### src/rtl/tft_bus_engine.sv
// rtl/tft_bus_engine.sv - 8080-style TFT panel bus engine: panel reset, command/data writes, CS bursts
// Panel read-back (op 11) is built only when TFT_BUS_READ_EN is defined.
module tft_bus_engine #(
   parameter int DW           = 16,
   parameter int SETUP_CYC    = 1,
   parameter int WR_LOW_CYC   = 1,
   parameter int WR_HIGH_CYC  = 1,
   parameter int RD_LOW_CYC   = 4,
   parameter int RST_LOW_CYC  = 65535,
   parameter int RST_WAIT_CYC = 65535
) (
   input  logic          clk,
   input  logic          rst,
   input  logic          req_valid,
   output logic          req_ready,
   input  logic [1:0]    req_op,
   input  logic [DW-1:0] req_data,
   input  logic          req_last,
   output logic          done,
   output logic          rsp_valid,
   output logic [DW-1:0] rsp_data,
   output logic          lcd_rst,
   output logic          lcd_bl,
   output logic          lcd_cs,
   output logic          lcd_rs,
   output logic          lcd_wr,
   output logic          lcd_rd,
   output logic [DW-1:0] lcd_data_o,
   output logic          lcd_data_oe,
   input  logic [DW-1:0] lcd_data_i
);

   typedef enum logic [2:0] {
      S_IDLE, S_SETUP, S_WR_LO, S_WR_HI, S_RD_LO, S_RD_HI, S_RST_LO, S_RST_WAIT
   } state_t;

   localparam logic [1:0] OP_RST = 2'b00;
   localparam logic [1:0] OP_RD  = 2'b11;

   state_t        r_state, w_state_nxt;
   logic [15:0]   r_cnt, w_cnt_nxt;
   logic          r_last;
   logic          w_accept, w_phase_end;

   logic          r_done, r_lcd_rst, r_lcd_bl, r_lcd_cs, r_lcd_rs, r_lcd_wr;
   logic [DW-1:0] r_lcd_data_o;
   logic          w_done_nxt, w_rst_nxt, w_bl_nxt, w_cs_nxt, w_rs_nxt, w_wr_nxt;
   logic [DW-1:0] w_data_nxt;

   assign req_ready   = (r_state == S_IDLE) && !rst;
   assign w_accept    = req_valid && req_ready;
   assign w_phase_end = (r_cnt == 16'd0);

   // Counter is loaded with (length-1) on phase entry; a phase ends when it reaches zero.
   function automatic logic [15:0] phase_len(input state_t s);
      case (s)
         S_SETUP:    phase_len = 16'(SETUP_CYC - 1);
         S_WR_LO:    phase_len = 16'(WR_LOW_CYC - 1);
         S_WR_HI:    phase_len = 16'(WR_HIGH_CYC - 1);
         S_RD_LO:    phase_len = 16'(RD_LOW_CYC - 1);
         S_RD_HI:    phase_len = 16'(WR_HIGH_CYC - 1);
         S_RST_LO:   phase_len = 16'(RST_LOW_CYC - 1);
         S_RST_WAIT: phase_len = 16'(RST_WAIT_CYC - 1);
         default:    phase_len = 16'd0;
      endcase
   endfunction

`ifdef TFT_BUS_READ_EN
   logic          r_is_rd, w_rd_op;
   logic          r_lcd_rd, r_lcd_data_oe, r_rsp_valid;
   logic [DW-1:0] r_rsp_data;
   logic          w_rd_nxt, w_oe_nxt, w_rsp_valid_nxt;

   assign w_rd_op = w_accept ? (req_op == OP_RD) : r_is_rd;
`endif

   always_ff @(posedge clk) begin
      if (rst) begin
         r_state <= S_IDLE;
         r_cnt   <= 16'd0;
         r_last  <= 1'b0;
`ifdef TFT_BUS_READ_EN
         r_is_rd <= 1'b0;
`endif
      end else begin
         r_state <= w_state_nxt;
         r_cnt   <= w_cnt_nxt;
         if (w_accept) begin
            r_last  <= req_last;
`ifdef TFT_BUS_READ_EN
            r_is_rd <= (req_op == OP_RD);
`endif
         end
      end
   end

   always_comb begin
      w_state_nxt = r_state;
      case (r_state)
         S_IDLE: begin
            if (w_accept) begin
               if (req_op == OP_RST) begin
                  w_state_nxt = S_RST_LO;
               end else if (req_op == OP_RD) begin
`ifdef TFT_BUS_READ_EN
                  w_state_nxt = S_SETUP;
`else
                  w_state_nxt = S_IDLE;
`endif
               end else begin
                  w_state_nxt = S_SETUP;
               end
            end
         end
         S_SETUP: begin
            if (w_phase_end) begin
`ifdef TFT_BUS_READ_EN
               w_state_nxt = r_is_rd ? S_RD_LO : S_WR_LO;
`else
               w_state_nxt = S_WR_LO;
`endif
            end
         end
         S_WR_LO:    if (w_phase_end) w_state_nxt = S_WR_HI;
         S_WR_HI:    if (w_phase_end) w_state_nxt = S_IDLE;
`ifdef TFT_BUS_READ_EN
         S_RD_LO:    if (w_phase_end) w_state_nxt = S_RD_HI;
         S_RD_HI:    if (w_phase_end) w_state_nxt = S_IDLE;
`endif
         S_RST_LO:   if (w_phase_end) w_state_nxt = S_RST_WAIT;
         S_RST_WAIT: if (w_phase_end) w_state_nxt = S_IDLE;
         default:    w_state_nxt = S_IDLE;
      endcase

      if (w_state_nxt != r_state) begin
         w_cnt_nxt = phase_len(w_state_nxt);
      end else if (!w_phase_end) begin
         w_cnt_nxt = r_cnt - 16'd1;
      end else begin
         w_cnt_nxt = r_cnt;
      end
   end

   // Next values of the registered pin/status outputs.
   always_comb begin
      w_rst_nxt  = (w_state_nxt != S_RST_LO);
      w_wr_nxt   = (w_state_nxt != S_WR_LO);
      w_cs_nxt   = r_lcd_cs;
      w_rs_nxt   = r_lcd_rs;
      w_bl_nxt   = r_lcd_bl;
      w_data_nxt = r_lcd_data_o;
      w_done_nxt = 1'b0;

      if (w_accept) begin
         if (req_op == OP_RST) begin
            w_cs_nxt = 1'b1;
            w_bl_nxt = 1'b0;
         end else if (req_op == OP_RD) begin
`ifdef TFT_BUS_READ_EN
            w_cs_nxt = 1'b0;
            w_rs_nxt = 1'b1;
`else
            if (req_last) begin
               w_cs_nxt   = 1'b1;
               w_done_nxt = 1'b1;
            end
`endif
         end else begin
            w_cs_nxt   = 1'b0;
            w_rs_nxt   = req_op[1];
            w_data_nxt = req_data;
         end
      end

      if (w_phase_end && r_last && (r_state == S_WR_HI || r_state == S_RD_HI)) begin
         w_cs_nxt   = 1'b1;
         w_done_nxt = 1'b1;
      end
      if (w_phase_end && r_state == S_RST_WAIT) begin
         w_bl_nxt   = 1'b1;
         w_done_nxt = 1'b1;
      end

`ifdef TFT_BUS_READ_EN
      w_rd_nxt        = (w_state_nxt != S_RD_LO);
      w_oe_nxt        = !(w_rd_op && (w_state_nxt == S_SETUP || w_state_nxt == S_RD_LO));
      w_rsp_valid_nxt = (r_state == S_RD_LO) && w_phase_end;
`endif
   end

   always_ff @(posedge clk) begin
      if (rst) begin
         r_done       <= 1'b0;
         r_lcd_rst    <= 1'b1;
         r_lcd_bl     <= 1'b0;
         r_lcd_cs     <= 1'b1;
         r_lcd_rs     <= 1'b1;
         r_lcd_wr     <= 1'b1;
         r_lcd_data_o <= '0;
      end else begin
         r_done       <= w_done_nxt;
         r_lcd_rst    <= w_rst_nxt;
         r_lcd_bl     <= w_bl_nxt;
         r_lcd_cs     <= w_cs_nxt;
         r_lcd_rs     <= w_rs_nxt;
         r_lcd_wr     <= w_wr_nxt;
         r_lcd_data_o <= w_data_nxt;
      end
   end

   assign done       = r_done;
   assign lcd_rst    = r_lcd_rst;
   assign lcd_bl     = r_lcd_bl;
   assign lcd_cs     = r_lcd_cs;
   assign lcd_rs     = r_lcd_rs;
   assign lcd_wr     = r_lcd_wr;
   assign lcd_data_o = r_lcd_data_o;

`ifdef TFT_BUS_READ_EN
   // The panel drives the bus during the last RD-low cycle; capture it at that edge.
   always_ff @(posedge clk) begin
      if (rst) begin
         r_lcd_rd      <= 1'b1;
         r_lcd_data_oe <= 1'b1;
         r_rsp_valid   <= 1'b0;
         r_rsp_data    <= '0;
      end else begin
         r_lcd_rd      <= w_rd_nxt;
         r_lcd_data_oe <= w_oe_nxt;
         r_rsp_valid   <= w_rsp_valid_nxt;
         if (r_state == S_RD_LO && w_phase_end) r_rsp_data <= lcd_data_i;
      end
   end

   assign lcd_rd      = r_lcd_rd;
   assign lcd_data_oe = r_lcd_data_oe;
   assign rsp_valid   = r_rsp_valid;
   assign rsp_data    = r_rsp_data;
`else
   logic w_unused;
   assign w_unused    = ^lcd_data_i;
   assign lcd_rd      = 1'b1;
   assign lcd_data_oe = 1'b1;
   assign rsp_valid   = 1'b0;
   assign rsp_data    = '0;
`endif

endmodule
### config.mk
export PLATFORM = sky130hd
export DESIGN_NAME = tft_bus_engine
export DESIGN_NICKNAME = d
export VERILOG_FILES = /design/src/rtl/tft_bus_engine.sv
export SDC_FILE = /design/constraint.sdc
export NUM_CORES = 1
export LEC_CHECK = 0
export ABC_AREA = 1
export CAP_MARGIN = 20
export CORE_ASPECT_RATIO = 1.4
export CORE_MARGIN = 2
export CORE_UTILIZATION = 35
export DETAILED_ROUTE_END_ITERATION = 10
export HOLD_SLACK_MARGIN = 0.08
export PLACE_DENSITY = 0.74
export SLEW_MARGIN = 20
export SYNTH_ARGS = -nofsm -noshare
export SYNTH_HDL_FRONTEND = slang
export SYNTH_SLANG_ARGS = --single-unit
export TNS_END_PERCENT = 5
### constraint.sdc
create_clock -name clk -period 4.7 [get_ports clk]
set_input_delay 0.94 -clock clk [delete_from_list [all_inputs] [get_ports clk]]
set_output_delay 0.94 -clock clk [all_outputs]
set_load 0.03 [all_outputs]
==> parameters.txt <==
Parameter                              Value

Outcome
  Result of the run    finished, final reports clean

Pwr
  Worst supply voltage drop on vdd    244 uV
  Relative contribution of sequential cells to total power    0.309
  Combinational Power Share    0.518
  Reported leakage power    about 1.3 nW
  Switching part of the total    0.437
  Pwr per Cell Area    around 600 nW/um^2
  Clock share of power    0.173
  Overall power    0.00164 W
  Total net switching power    0.000719 W
  Cell internal power dissipation    0.000926 W

Worst setup path
  Category of the worst setup path launch point    input pin
  Max FO, Critical Path    13
  Worst-case register-to-register setup slack    2540 ps
  Endpoint class of the critical path    output pin
  Required time of the worst setup path    about 3800 ps
  Depth of the most critical reg-to-reg path    10
  Worst R2R End    r_cnt[10]
  CP Data Arrival Time    2640 ps
  Worst R2R Start    r_state[0]
  Critical setup path kind    in2out

Floorplanning
  Chip height    97.9 um
  Die Footprint    ~7000 um^2
  Site row count    34
  Placeable core region    just over 6000 um^2
  Starting Density    0.357
  Die outline width    71.1 um
  I/O pin count    80

Worst hold path
  Class of the tightest hold or removal check    reg2reg
  Hold path startpoint    lcd_bl
  Hold-critical path depth    2
  Hold-critical path endpoint    lcd_bl

Clocking
  Clock root buffer master    sky130_fd_sc_hd__clkbuf_8
  Post-CTS resize count    0
  Inserted Clock Buffers    5
  Number of buffers between clock root and the deepest sink    2
  CTS tree    built
  Clock latency on the worst-skew pair    300 ps
  Clock transition time at the flip-flop clock pins of the worst setup and hold paths    about 80 ps
  Buffers inserted by post-CTS timing repair    0
  Clock sink count    42
  Maximum level of the CTS H-tree    2
  Quantity of hold-fixing buffers added after cts    0

Routing
  Remaining routing DRC violations    0
  Per-cell via count in the routed design    between 4 and 5
  Vias after detailed routing    1962
  Post-Route WL    approximately 4.8 mm
  Routed WL per cell    11.6 um
  Initial DRT Pass Iterations    4
  Detailed router's first-iteration violation count    32
  Antenna Nets Post-Route    0

Synth
  Sequential fraction of the synthesis area    0.382
  Post-synth cell types    33
  Area of the mapped netlist    2200 um^2
  Syn Area/Cell    7.47 um^2
  Synth warn    0
  Total of flip-flops plus latches after synthesis    42
  Cells after Synth    295

Final layout
  Fill cell total of the finished layout    ~610
  Fraction of layout instances using a drive strength above 1    0.115
  Core Util, Final    0.444
  Total inserted antenna cells    0
  Non-Filler Cell Area, Final    2740 um^2
  Area Growth Syn to Fin    24.2%
  Top library cells by usage in the layout, fill and taps aside    sky130_fd_sc_hd__nor2_1 (59), sky130_fd_sc_hd__clkdlybuf4s50_1 (44), sky130_fd_sc_hd__dfxtp_1 (42)
  Most common cell after layout, fill and taps aside    sky130_fd_sc_hd__nor2_1
  Total number of nets in the final design    379

Global routing
  Met2 demand-to-capacity share in global routing    0.262
  Vias in the first global route    about 2000
  Antenna violations before repair    0
  Global router's overall resource usage    0.147
  Highest-utilization routing layer at the global route stage    met2
  Global-route wire length before repair    8.40 mm
  Met1 GRT Util    0.150
  Sum of overflow across all layers after global routing    0
  Pin count of the biggest net entering global routing    25
  Global-route track usage on met3    0.0372

Place
  Post-detailed-placement half-perimeter wirelength    3.55 mm
  Placed standard-cell area    about 2600 um^2
  GP Congestion    0.807
  Number of buffers added on ports    between 40 and 50

STA
  Number of hold violations in the final report    0
  Total Neg Setup Slack    0 ps
  Number of max-slew violations in the final report    0
  Max Clock Freq    roughly 0.28 GHz
  Final setup violation count    0
  RSZ-0062 raised after global routing    false
  Post-route clock skew    around 8 ps
  Tmin final    about 3600 ps
  Period Utilization, post-route    0.761
  Max-Slew Margin vs Limit    0.554
  Worst hold slack after final layout    465 ps
  Slew at the pin closest to its max-slew limit    669 ps

Flow run
  Max-cap violations    0
-- worst max path at each step --
stage | to | start | cells after the start | slack, ps
final | req_ready | rst | 3 | 1120
after global routing | req_ready | rst | 3 | 1010
after CTS | req_ready | rst | 3 | 1110
after detailed placement | req_ready | rst | 3 | 1120
after global placement | req_ready | rst | 3 | 1140
after floorplan | req_ready | rst | 1 | 1920
-- layout make-up --
type                            count  area, um^2  share of cell area
Inverter                           23        86.3              0.0316
Tap cell                           72        90.1              0.0329
Clock inverter                      3        40.0              0.0146
Sequential cell                    42         841               0.307
Multi-Input combinational cell    221        1160               0.425
Clock buffer                        5        68.8              0.0251
Timing Repair Buffer               45         448               0.164
-- metrics by stage --
stage	instances	setup WS, ps
5_1_grt	411	1010
3_5_place_dp	403	1120
6_report	411	1120
3_3_place_gp	403	1140
4_1_cts	411	1110
2_1_floorplan	312	1920
-- critical path, cell delays in order --
cell	delay, ps
sky130_fd_sc_hd__clkdlybuf4s50_1	660
sky130_fd_sc_hd__nor4_1	310
sky130_fd_sc_hd__clkdlybuf4s50_1	720
-- sequential cells by signal (all words and copies together), names as in the netlist --
signal	count
r_cnt	16
lcd_rs	1
r_last	1
lcd_bl	1
lcd_cs	1
lcd_wr	1
lcd_rst	1
done	1
r_state	3
lcd_data_o	16
-- cell families (layout without fill, tap and decap cells) --
group / Yosys count / in the layout / share of synthesized area
buf+inv: 49 / 76 / 0.120
fa+ha+maj: 3 / 3 / 0.0170
flops: 42 / 42 / 0.382
mux: 1 / 1 / 0.00454
compound gates: 36 / 36 / 0.0903
xor+xnor: 13 / 13 / 0.0517
other cells: 2 / 19 / 0.00341
simple gates: 149 / 149 / 0.332
-- synthesized netlist by cell type --
cell,n,share of area
sky130_fd_sc_hd__a31oi_1,1,0.0028
sky130_fd_sc_hd__or2_2,1,0.0028
sky130_fd_sc_hd__mux2i_1,1,0.0045
sky130_fd_sc_hd__nor2_2,3,0.0085
sky130_fd_sc_hd__inv_1,20,0.034
sky130_fd_sc_hd__ha_1,3,0.017
sky130_fd_sc_hd__o211ai_1,1,0.0034
sky130_fd_sc_hd__inv_2,3,0.0051
sky130_fd_sc_hd__nand4_1,2,0.0057
sky130_fd_sc_hd__nand2_2,7,0.020
sky130_fd_sc_hd__a21oi_1,9,0.020
sky130_fd_sc_hd__buf_1,1,0.0017
sky130_fd_sc_hd__clkbuf_1,4,0.0068
sky130_fd_sc_hd__buf_4,19,0.065
sky130_fd_sc_hd__nor4_1,2,0.0057
sky130_fd_sc_hd__xor2_1,10,0.040
sky130_fd_sc_hd__dfxtp_1,42,0.38
sky130_fd_sc_hd__nor2_1,59,0.10
sky130_fd_sc_hd__nor3_1,3,0.0068
sky130_fd_sc_hd__a21oi_2,1,0.0040
sky130_fd_sc_hd__nand3_4,1,0.0080
sky130_fd_sc_hd__buf_6,1,0.0051
sky130_fd_sc_hd__xnor2_1,3,0.012
sky130_fd_sc_hd__o21ai_0,21,0.048
sky130_fd_sc_hd__a21oi_4,1,0.0074
sky130_fd_sc_hd__o21ai_1,2,0.0045
sky130_fd_sc_hd__nand3_1,17,0.039
sky130_fd_sc_hd__nand2_4,6,0.031
sky130_fd_sc_hd__conb_1,2,0.0034
sky130_fd_sc_hd__nand3_2,2,0.0091
sky130_fd_sc_hd__nor2_4,5,0.026
sky130_fd_sc_hd__buf_2,1,0.0023
sky130_fd_sc_hd__nand2_1,41,0.070
-- routing by layer --
layer | up-vias | wire [um]
met4 | 0 | 206
li1 | 977 | -
met1 | 890 | 1870
met3 | 19 | 325
met2 | 76 | 2360
met5 | - | 0
-- power groups by stage --
stage          sequential (W)  combinational (W)  clock (W)
2_1_floorplan        0.000525           0.000685          0
3_3_place_gp         0.000512           0.000827          0
3_5_place_dp         0.000516           0.000852          0
4_1_cts              0.000509           0.000858   0.000293
5_1_grt              0.000521           0.000968   0.000306
6_report             0.000509           0.000852   0.000284
Power figures use the tool's default switching activity.
